## config.mk

```make
export PLATFORM = sky130hd
export DESIGN_NAME = time_tmr_retry_start
export DESIGN_NICKNAME = d
export VERILOG_FILES = /design/src/rtl/time_tmr_retry_pkg.sv /design/src/rtl/oldest_match_pick.sv /design/src/rtl/time_tmr_retry_start.sv
export SDC_FILE = /design/constraint.sdc
export NUM_CORES = 1
export LEC_CHECK = 0
export ABC_AREA = 1
export CAP_MARGIN = 40
export CORE_ASPECT_RATIO = 1.75
export CORE_MARGIN = 8
export CORE_UTILIZATION = 65
export DETAILED_ROUTE_END_ITERATION = 12
export PLACE_DENSITY = 0.84
export SKIP_CTS_REPAIR_TIMING = 1
export SYNTH_ARGS = -nofsm -noshare
export SYNTH_HDL_FRONTEND = slang
export SYNTH_HIERARCHICAL = 1
export SYNTH_SLANG_ARGS = --single-unit
```

## constraint.sdc

```tcl
create_clock -name clk_i -period 10.4 [get_ports clk_i]
set_clock_uncertainty 0.1 [all_clocks]
set_input_delay 1.56 -clock clk_i [delete_from_list [all_inputs] [get_ports clk_i]]
set_output_delay 1.56 -clock clk_i [all_outputs]
set_load 0.03 [all_outputs]
```

## src/rtl/time_tmr_retry_pkg.sv

```systemverilog
// rtl/time_tmr_retry_pkg.sv - shared types and sizing helpers for the retry issue stage
package time_tmr_retry_pkg;

    typedef enum logic [1:0] {
        FREE  = 2'd0,
        NEW   = 2'd1,
        SENT  = 2'd2,
        RETRY = 2'd3
    } entry_state_e;

    function automatic int retry_cnt_width(input int max_retries);
        return (max_retries < 1) ? 1 : $clog2(max_retries + 1);
    endfunction

endpackage

```

## src/rtl/oldest_match_pick.sv

```systemverilog
// rtl/oldest_match_pick.sv - oldest set bit of a circular match vector, counted from head
module oldest_match_pick #(
    parameter int N    = 16,
    parameter int IdxW = 4
) (
    input  logic [N-1:0]    match,
    input  logic [IdxW-1:0] head,
    output logic            found,
    output logic [IdxW-1:0] idx
);

    logic [N-1:0]    rotated;
    logic [IdxW-1:0] offset;

    // N is a power of two, so head + i wraps naturally in IdxW bits.
    always_comb begin
        rotated = '0;
        for (int i = 0; i < N; i++) begin
            rotated[i] = match[head + IdxW'(i)];
        end
        offset = '0;
        for (int i = N - 1; i >= 0; i--) begin
            if (rotated[i]) begin
                offset = IdxW'(i);
            end
        end
        found = |rotated;
        idx   = head + offset;
    end

endmodule

```

## src/rtl/time_tmr_retry_start.sv

```systemverilog
// rtl/time_tmr_retry_start.sv - ID-tagged buffered issue stage that re-issues faulted items
module time_tmr_retry_start
    import time_tmr_retry_pkg::*;
#(
    parameter type DataType   = logic,
    parameter int  IDSize     = 4,
    parameter int  MaxRetries = 2
) (
    input  logic              clk_i,
    input  logic              rst_i,
    input  logic              enable_i,
    input  DataType           data_i,
    input  logic              valid_i,
    output logic              ready_o,
    output DataType           data_o,
    output logic [IDSize-1:0] id_o,
    output logic              valid_o,
    input  logic              ready_i,
    input  logic              done_valid_i,
    input  logic [IDSize-1:0] done_id_i,
    input  logic              done_fault_i,
    output logic              retry_exhausted_o,
    output logic              spurious_done_o
);

    localparam int NumEntries = 2 ** IDSize;
    localparam int CntW       = retry_cnt_width(MaxRetries);

    entry_state_e      st  [NumEntries];
    DataType           dat [NumEntries];
    logic [CntW-1:0]   cnt [NumEntries];

    logic [IDSize-1:0]     head, tail, issue, hold_id, retry_id, id_buf;
    logic                  hold_valid, exh_q, spur_q;
    logic [NumEntries-1:0] retry_vec, free_vec;
    logic                  all_free, full, bypass, retry_found, new_found, valid_buf;
    logic                  accept, hs, done_en;

    oldest_match_pick #(
        .N    (NumEntries),
        .IdxW (IDSize)
    ) u_retry_pick (
        .match (retry_vec),
        .head  (head),
        .found (retry_found),
        .idx   (retry_id)
    );

    // A latched offer wins over everything so data_o/id_o stay stable until taken.
    always_comb begin
        for (int i = 0; i < NumEntries; i++) begin
            retry_vec[i] = (st[i] == RETRY);
            free_vec[i]  = (st[i] == FREE);
        end
        all_free  = &free_vec;
        full      = ~free_vec[tail];
        bypass    = ~enable_i & all_free;
        new_found = (st[issue] == NEW);
        if (hold_valid) begin
            valid_buf = 1'b1;
            id_buf    = hold_id;
        end else if (retry_found) begin
            valid_buf = 1'b1;
            id_buf    = retry_id;
        end else begin
            valid_buf = new_found;
            id_buf    = issue;
        end
    end

    always_comb begin
        valid_o = 1'b0;
        ready_o = 1'b0;
        data_o  = dat[id_buf];
        id_o    = '0;
        if (!rst_i) begin
            if (bypass) begin
                data_o  = data_i;
                valid_o = valid_i;
                ready_o = ready_i;
            end else begin
                valid_o = valid_buf;
                ready_o = enable_i & ~full;
                id_o    = id_buf;
            end
        end
    end

    assign accept            = ~bypass & valid_i & ready_o;
    assign hs                = ~bypass & valid_o & ready_i;
    assign done_en           = ~bypass & done_valid_i;
    assign retry_exhausted_o = exh_q & ~rst_i;
    assign spurious_done_o   = spur_q & ~rst_i;

    always_ff @(posedge clk_i) begin
        if (accept) begin
            dat[tail] <= data_i;
        end
    end

    // Accept hits a FREE slot, handshake a NEW/RETRY slot, done only a SENT slot: never the same entry.
    always_ff @(posedge clk_i) begin
        if (rst_i) begin
            for (int i = 0; i < NumEntries; i++) begin
                st[i]  <= FREE;
                cnt[i] <= '0;
            end
            head       <= '0;
            tail       <= '0;
            issue      <= '0;
            hold_valid <= 1'b0;
            hold_id    <= '0;
            exh_q      <= 1'b0;
            spur_q     <= 1'b0;
        end else begin
            exh_q      <= 1'b0;
            spur_q     <= 1'b0;
            hold_valid <= ~bypass & valid_buf & ~ready_i;
            hold_id    <= id_buf;
            if (st[head] == FREE && !all_free) begin
                head <= head + 1'b1;
            end
            if (accept) begin
                st[tail]  <= NEW;
                cnt[tail] <= '0;
                tail      <= tail + 1'b1;
            end
            if (hs) begin
                st[id_buf] <= SENT;
                if (st[id_buf] == NEW) begin
                    issue <= issue + 1'b1;
                end
            end
            if (done_en) begin
                if (st[done_id_i] == SENT) begin
                    if (!done_fault_i) begin
                        st[done_id_i]  <= FREE;
                        cnt[done_id_i] <= '0;
                    end else if (cnt[done_id_i] < CntW'(MaxRetries)) begin
                        st[done_id_i]  <= RETRY;
                        cnt[done_id_i] <= cnt[done_id_i] + 1'b1;
                    end else begin
                        st[done_id_i]  <= FREE;
                        cnt[done_id_i] <= '0;
                        exh_q          <= 1'b1;
                    end
                end else begin
                    spur_q <= 1'b1;
                end
            end
        end
    end

endmodule

```

==> reports/metrics.csv, run 1 <==
stage,metric,value,unit
final_layout,nets,1159,
grt,grt_max_degree,31,
pwr,peakVddDrop,0.000129,V
die,start_util,66.4,%
die,fp.dieW,98.0,um
timing,timing.fmax,0.117,GHz
placed_design,place_ws,2.29,ns
setup_path,endpoint_kind,output pin,
route,drtIter0Drc,599,
setup_path,cp.required,8.74,ns
final_layout,area.sequential,0.00294,mm^2
synthesis,ys_seq_area_share,38.5,%
final_layout,final_cell_mix,"340 x nand2_1, 198 x nand3_1, 127 x nor2_1, 114 x inv_1, 80 x edfxtp_1",
timing,drv_slew,0,
setup_path,crit_fanout,16,
die,fp.dieH,159,um
pwr,leakage,3.82,nW
setup_path,critical_path_class,flip-flop to output pin,
timing,fin_crit_sh,82.4,%
final_layout,syn2layout_area_growth,7.60,%
hold_path,min_path_type,flip-flop to flip-flop,
route,drtPass1Iterations,6,
job,maxCapViolCount,0,
setup_path,cpMostUsedCell,nand2_1,
setup_path,arrival,6.91,ns
grt,grt_use_total,32.3,%
clock_network,clk_pin_slew_worst_paths,0.08,ns
final_layout,nFillCells,996,
clock_network,cts_buffers,9,
placed_design,place_hpwl,19200,um
final_layout,final_common_cell,nand2_1,
synthesis,syn_avg_cell_area,6.80,um^2
die,fp.coreArea,0.0115,mm^2
grt,top_usage_layer,met2,
timing,report.final.setup_viol,0,
final_layout,diodes,0,
timing,setup_tns,0,ns
timing,rsz0062_at_grt,false,
setup_path,slowest_delay,0.69,ns
route,vias,7754,
timing,final_hold_viol_count,0,
clock_network,insertion_delay,0.36,ns
clock_network,cts_buffer_depth,2,
synthesis,ys_warn_count,6,
route,ant_nets,0,
clock_network,htree_levels,3,
setup_path,start_kind,flip-flop,
route,wl_per_cell,19.5,um
placed_design,routabilityCongestion,0.986,
synthesis,ys_ff_latch,107,
grt,grt_overflow,0,
pwr,power.density,268,mW/mm^2
grt,grt_pass1_vias,7362,
setup_path,cp_slowest_cell,clkdlybuf4s50_1,
timing,min_period,8.57,ns
clock_network,cts-root-buf,clkbuf_16,
grt,grtUsageMet1,31.0,%
synthesis,synth_area,0.00764,mm^2
placed_design,port_buffers,20,
die,io_pins,21,
synthesis,synth.net_count,1153,
route,drc,0,
final_layout,final_layout_size_suffix_gt1_share,4.76,%
grt,antenna_found_initial,0,
status,status,"finished, final reports clean",
timing,worstMarginPinSlew,0.930,ns
timing,slew_headroom,37.9,%
timing,fin_ws,1.83,ns
route,via_per_inst,6.11,
clock_network,cts_tree,done,
synthesis,ys_types,38,
grt,met2_usage,56.6,%
clock_network,cts.sinks,107,
synthesis,synth_cells,1124,
grt,grt_pass1_wl,38200,um
die,dieArea,0.0156,mm^2
route,routed_wl,24800,um
grt,grt_use_met3,6.35,%
die,rows,52,
final_layout,multi_input_area,0.00404,mm^2
[final cells by class]
class | count | share of cell area [%]
multi-input combinational | 858 | 49.2
tap | 135 | 2.05
clock inverter | 7 | 1.00
sequential | 107 | 35.8
clock buffer | 9 | 2.74
timing repair buffer | 28 | 3.50
inverter | 126 | 5.75
[cells by family after synthesis]
| group | after synthesis | share of synthesized area, % |
|---|---|---|
| xor gates and xnor gates | 14 | 1.80 |
| DFF | 107 | 38.5 |
| AOI/OAI and AO/OA | 110 | 8.18 |
| and+or+nand+nor | 717 | 40.0 |
| adders and majority gates | 17 | 2.88 |
| buffers and inverters | 159 | 8.59 |
[registers in the layout, indices dropped and copies added, names as in the netlist, named ones only]
signal and flops:
issue 4, tail 4, exh_q 1, head 4, st 32, hold_valid 1, cnt 32, hold_id 4
spur_q 1, dat 16
[per-stage QoR]
| stage | power, mW | instances | area, um^2 | utilization [%] | hold slack, ns |
|---|---|---|---|---|---|
| 2_1_floorplan | 1.51 | 1124 | 7640 | - | 0.354 |
| 3_3_place_gp | 1.81 | 1252 | 7870 | 68.4 | 0.370 |
| 3_5_place_dp | 1.84 | 1254 | 7920 | 68.7 | 0.380 |
| 4_1_cts | 2.18 | 1270 | 8220 | 71.4 | 0.386 |
| 5_1_grt | 2.36 | 1270 | 8220 | 71.4 | 0.414 |
| 6_report | 2.21 | 1270 | 8220 | 71.4 | 0.386 |
[layer usage]
layer	vias to the layer above	part of all wire, %
met4	0	10
met1	3460	33
met2	399	50
met3	152	7.3
met5	-	0
li1	3743	-
[worst paths after layout]
check	from	to	slack, ns	depth (start not counted)
max	head[1]	data_o	1.83	35
min	issue[3]	flip-flop	0.39	2
max reg2reg	head[1]	st[7][1]	4.05	30
min reg2reg	issue[3]	flip-flop	0.39	2
[Yosys cell counts (all sizes together)]
master  instances  area (um^2)
o21ai          55          279
dfxtp          27          541
nand3         198          991
or2             3         18.8
nor4            1         6.26
a31oi           1         6.26
and3            1         6.26
nand2         350         1340
xor2            9         78.8
clkinv          3         11.3
xnor2           5         58.8
inv           123          462
buf            25          154
nand4          17          106
a21oi          29          153
fa              1         20.0
and2            4         25.0
nand3b          1         7.51
edfxtp         80         2400
a21boi          1         7.51
o21bai          1         7.51
ha             16          200
nor2          130          500
a22oi          22          165
o211ai          1         7.51
clkbuf          8         30.0
nor3           12         60.1
[worst max-delay path: cells and delay by family (launching register included)]
| family | cells | cell delay [ns] |
|---|---|---|
| and+or+nand+nor | 24 | 2.54 |
| buffers and inverters | 5 | 1.60 |
| adders and majority gates | 3 | 1.17 |
| DFF | 1 | 0.68 |
| AOI/OAI and AO/OA | 3 | 0.57 |
[where the power goes]
part / total (mW) / switching, mW / leakage [nW] / internal (mW)
logic: 1.29 / 0.883 / 2.64 / 0.403
registers: 0.576 / 0.0684 / 1.03 / 0.508
clock network: 0.344 / 0.172 / 0.150 / 0.171
total: 2.21 / 1.12 / 3.82 / 1.08
No activity file was read; power rests on OpenSTA's default activity.
==> run 2: changes to the inputs <==
--- a/config.mk
+++ b/config.mk
@@ -9,9 +9,9 @@
 export CAP_MARGIN = 40
 export CORE_ASPECT_RATIO = 1.75
 export CORE_MARGIN = 8
-export CORE_UTILIZATION = 65
+export CORE_UTILIZATION = 57
 export DETAILED_ROUTE_END_ITERATION = 12
-export PLACE_DENSITY = 0.84
+export PLACE_DENSITY = 0.78
 export SKIP_CTS_REPAIR_TIMING = 1
 export SYNTH_ARGS = -nofsm -noshare
 export SYNTH_HDL_FRONTEND = slang
==> constraint.sdc (replaced) <==
create_clock -name clk_i -period 7.7 [get_ports clk_i]
set_clock_uncertainty 0.1 [all_clocks]
set_input_delay 1.155 -clock clk_i [delete_from_list [all_inputs] [get_ports clk_i]]
set_output_delay 1.155 -clock clk_i [all_outputs]
set_load 0.03 [all_outputs]
==> run 2 against run 1 <==
  * Core utilization shrank 8.7 points
  * Sequential power grew 31%
  * Combinational power grew 36%
  * Cell count grew 3.2%
  * Final area grew 1.0%
  * Total power grew 37%
  * Via count shrank 1.1%
  * Critical path type unchanged
==> reports/metrics.csv, run 2 (same netlist as run 1, synthesis figures left out) <==
stage,metric,value,unit
placed_design,place_hpwl,19200,um
final_layout,reg.largest.list,"cnt (32), st (32), dat (16)",
setup_path,crit_buf_inv,6,
die,fp.coreArea,0.0132,mm^2
setup_path,slowest_delay,0.68,ns
timing,fin_crit_sh,91.2,%
placed_design,port_buffers,20,
grt,grt_overflow,0,
timing,final_hold_viol_count,0,
route,vias,7671,
pwr,power.density,363,mW/mm^2
route,drc,0,
setup_path,arrival,5.76,ns
setup_path,rr_endpoint,st[5][0],
clock_network,cts.sinks,107,
final_layout,multi_input_area,0.00406,mm^2
route,drtPass1Iterations,6,
setup_path,cp.required,6.44,ns
die,rows,56,
setup_path,cp_slowest_cell,clkdlybuf4s50_1,
job,maxCapViolCount,0,
die,start_util,57.7,%
final_layout,diodes,0,
hold_path,min_path_cells,2,
timing,worstMarginPinSlew,0.845,ns
setup_path,critical_path_class,flip-flop to output pin,
final_layout,syn2layout_area_growth,8.69,%
route,via_per_inst,5.85,
timing,drv_slew,0,
route,ant_nets,0,
grt,grt_max_degree,34,
grt,antenna_found_initial,0,
hold_path,hold_path_end,issue[3],
final_layout,final_cell_mix,"339 x nand2_1, 198 x nand3_1, 124 x nor2_1, 114 x inv_1, 80 x edfxtp_1",
setup_path,endpoint_kind,output pin,
pwr,peakVddDrop,0.000204,V
setup_path,regToRegSetupSlack,2.39,ns
grt,grt_pass1_wl,39100,um
clock_network,cts_buffer_depth,2,
die,io_pins,21,
clock_network,cts-root-buf,clkbuf_16,
pwr,leakage,3.83,nW
final_layout,instances_no_fill,1311,
setup_path,r2r-start,head[1],
timing,min_period,7.02,ns
die,fp.dieH,169,um
hold_path,min_from,issue[3],
placed_design,dp.cells,1295,
timing,setup_tns,0,ns
hold_path,min_path_type,flip-flop to flip-flop,
setup_path,critPathTopFamily,simple AND/OR/NAND/NOR gates,
final_layout,final_common_cell,nand2_1,
clock_network,htree_levels,3,
timing,report.final.setup_viol,0,
final_layout,nFillCells,1233,
route,routed_wl,24900,um
route,drtIter0Drc,599,
clock_network,insertion_delay,0.36,ns
route,wl_per_cell,19.0,um
grt,grt_use_total,28.9,%
clock_network,cts_buffers,9,
timing,slew_headroom,43.6,%
setup_path,crit_fanout,15,
setup_path,crit_path_start,head[1],
final_layout,final_layout_size_suffix_gt1_share,5.45,%
clock_network,cts_tree,done,
die,fp.dieW,104,um
die,dieArea,0.0175,mm^2
setup_path,cpMostUsedCell,nand2_1,
grt,grt_pass1_vias,7469,
clock_network,clk_pin_slew_worst_paths,0.08,ns
final_layout,area.sequential,0.00294,mm^2
final_layout,nets,1161,
setup_path,start_kind,flip-flop,
setup_path,reg2reg_depth,33,
timing,rsz0062_at_grt,false,
timing,timing.fmax,0.142,GHz
placed_design,routabilityCongestion,0.994,
status,status,"finished, final reports clean",
[run 2: changes by cell type in the layout (fill, tap and decap cells not counted), moves of 2 or more]
cell and delta:
nor2_1 -3, nor2_2 +2, clkinvlp_4 +2, buf_4 +3
[run 2: cell type report]
| type | instances | share of cell area, % |
|---|---|---|
| Clock buffer | 9 | 2.71 |
| Clock inverter | 7 | 1.22 |
| Inverter | 126 | 5.74 |
| Multi-Input combinational cell | 858 | 48.9 |
| Sequential cell | 107 | 35.4 |
| Tap cell | 174 | 2.62 |
| Timing Repair Buffer | 30 | 3.40 |
[run 2: through the flow]
| step | power (mW) | setup WS (ns) | area (um^2) | utilization, % | hold WS, ns |
|---|---|---|---|---|---|
| 2_1_floorplan | 2.04 | 1.79 | 7640 | - | 0.354 |
| 5_1_grt | 3.27 | 0.0747 | 8310 | 62.7 | 0.424 |
| 3_5_place_dp | 2.46 | 0.680 | 7960 | 60.1 | 0.379 |
| 4_1_cts | 2.95 | 0.275 | 8290 | 62.6 | 0.392 |
| 6_report | 3.01 | 0.680 | 8310 | 62.7 | 0.391 |
| 3_3_place_gp | 2.44 | 0.756 | 7930 | 59.9 | 0.371 |
[run 2: report_power, final]
part / switching, mW / internal (mW)
Combinational: 1.20 / 0.561
Clock: 0.235 / 0.264
Sequential: 0.0675 / 0.686
Total: 1.50 / 1.51
[run 2: per-layer routing]
| metal | share of wire, % | wire length [um] | GRT usage [%] |
|---|---|---|---|
| met1 | 33 | 8260 | 27.7 |
| met2 | 49 | 12300 | 50.9 |
| met3 | 6.7 | 1680 | 5.17 |
| met4 | 11 | 2670 | 28.4 |
| met5 | 0 | 0 | 0 |
[run 2: worst max-delay path by stage]
stage	to	slack (ns)	cells after the start
floorplan	data_o	1.79	40
global placement	data_o	0.76	35
detailed placement	data_o	0.68	35
CTS	data_o	0.28	35
global route	data_o	0.07	36
finish	data_o	0.68	36
[run 2: worst reg2reg max path, delay by kind of cell, from the launching register on]
family | cells | cell delay [ns]
DFF | 1 | 0.38
adders and majority gates | 2 | 0.70
AOI/OAI and AO/OA | 5 | 0.73
xor gates and xnor gates | 2 | 0.32
buffers and inverters | 4 | 0.57
and+or+nand+nor | 20 | 2.26
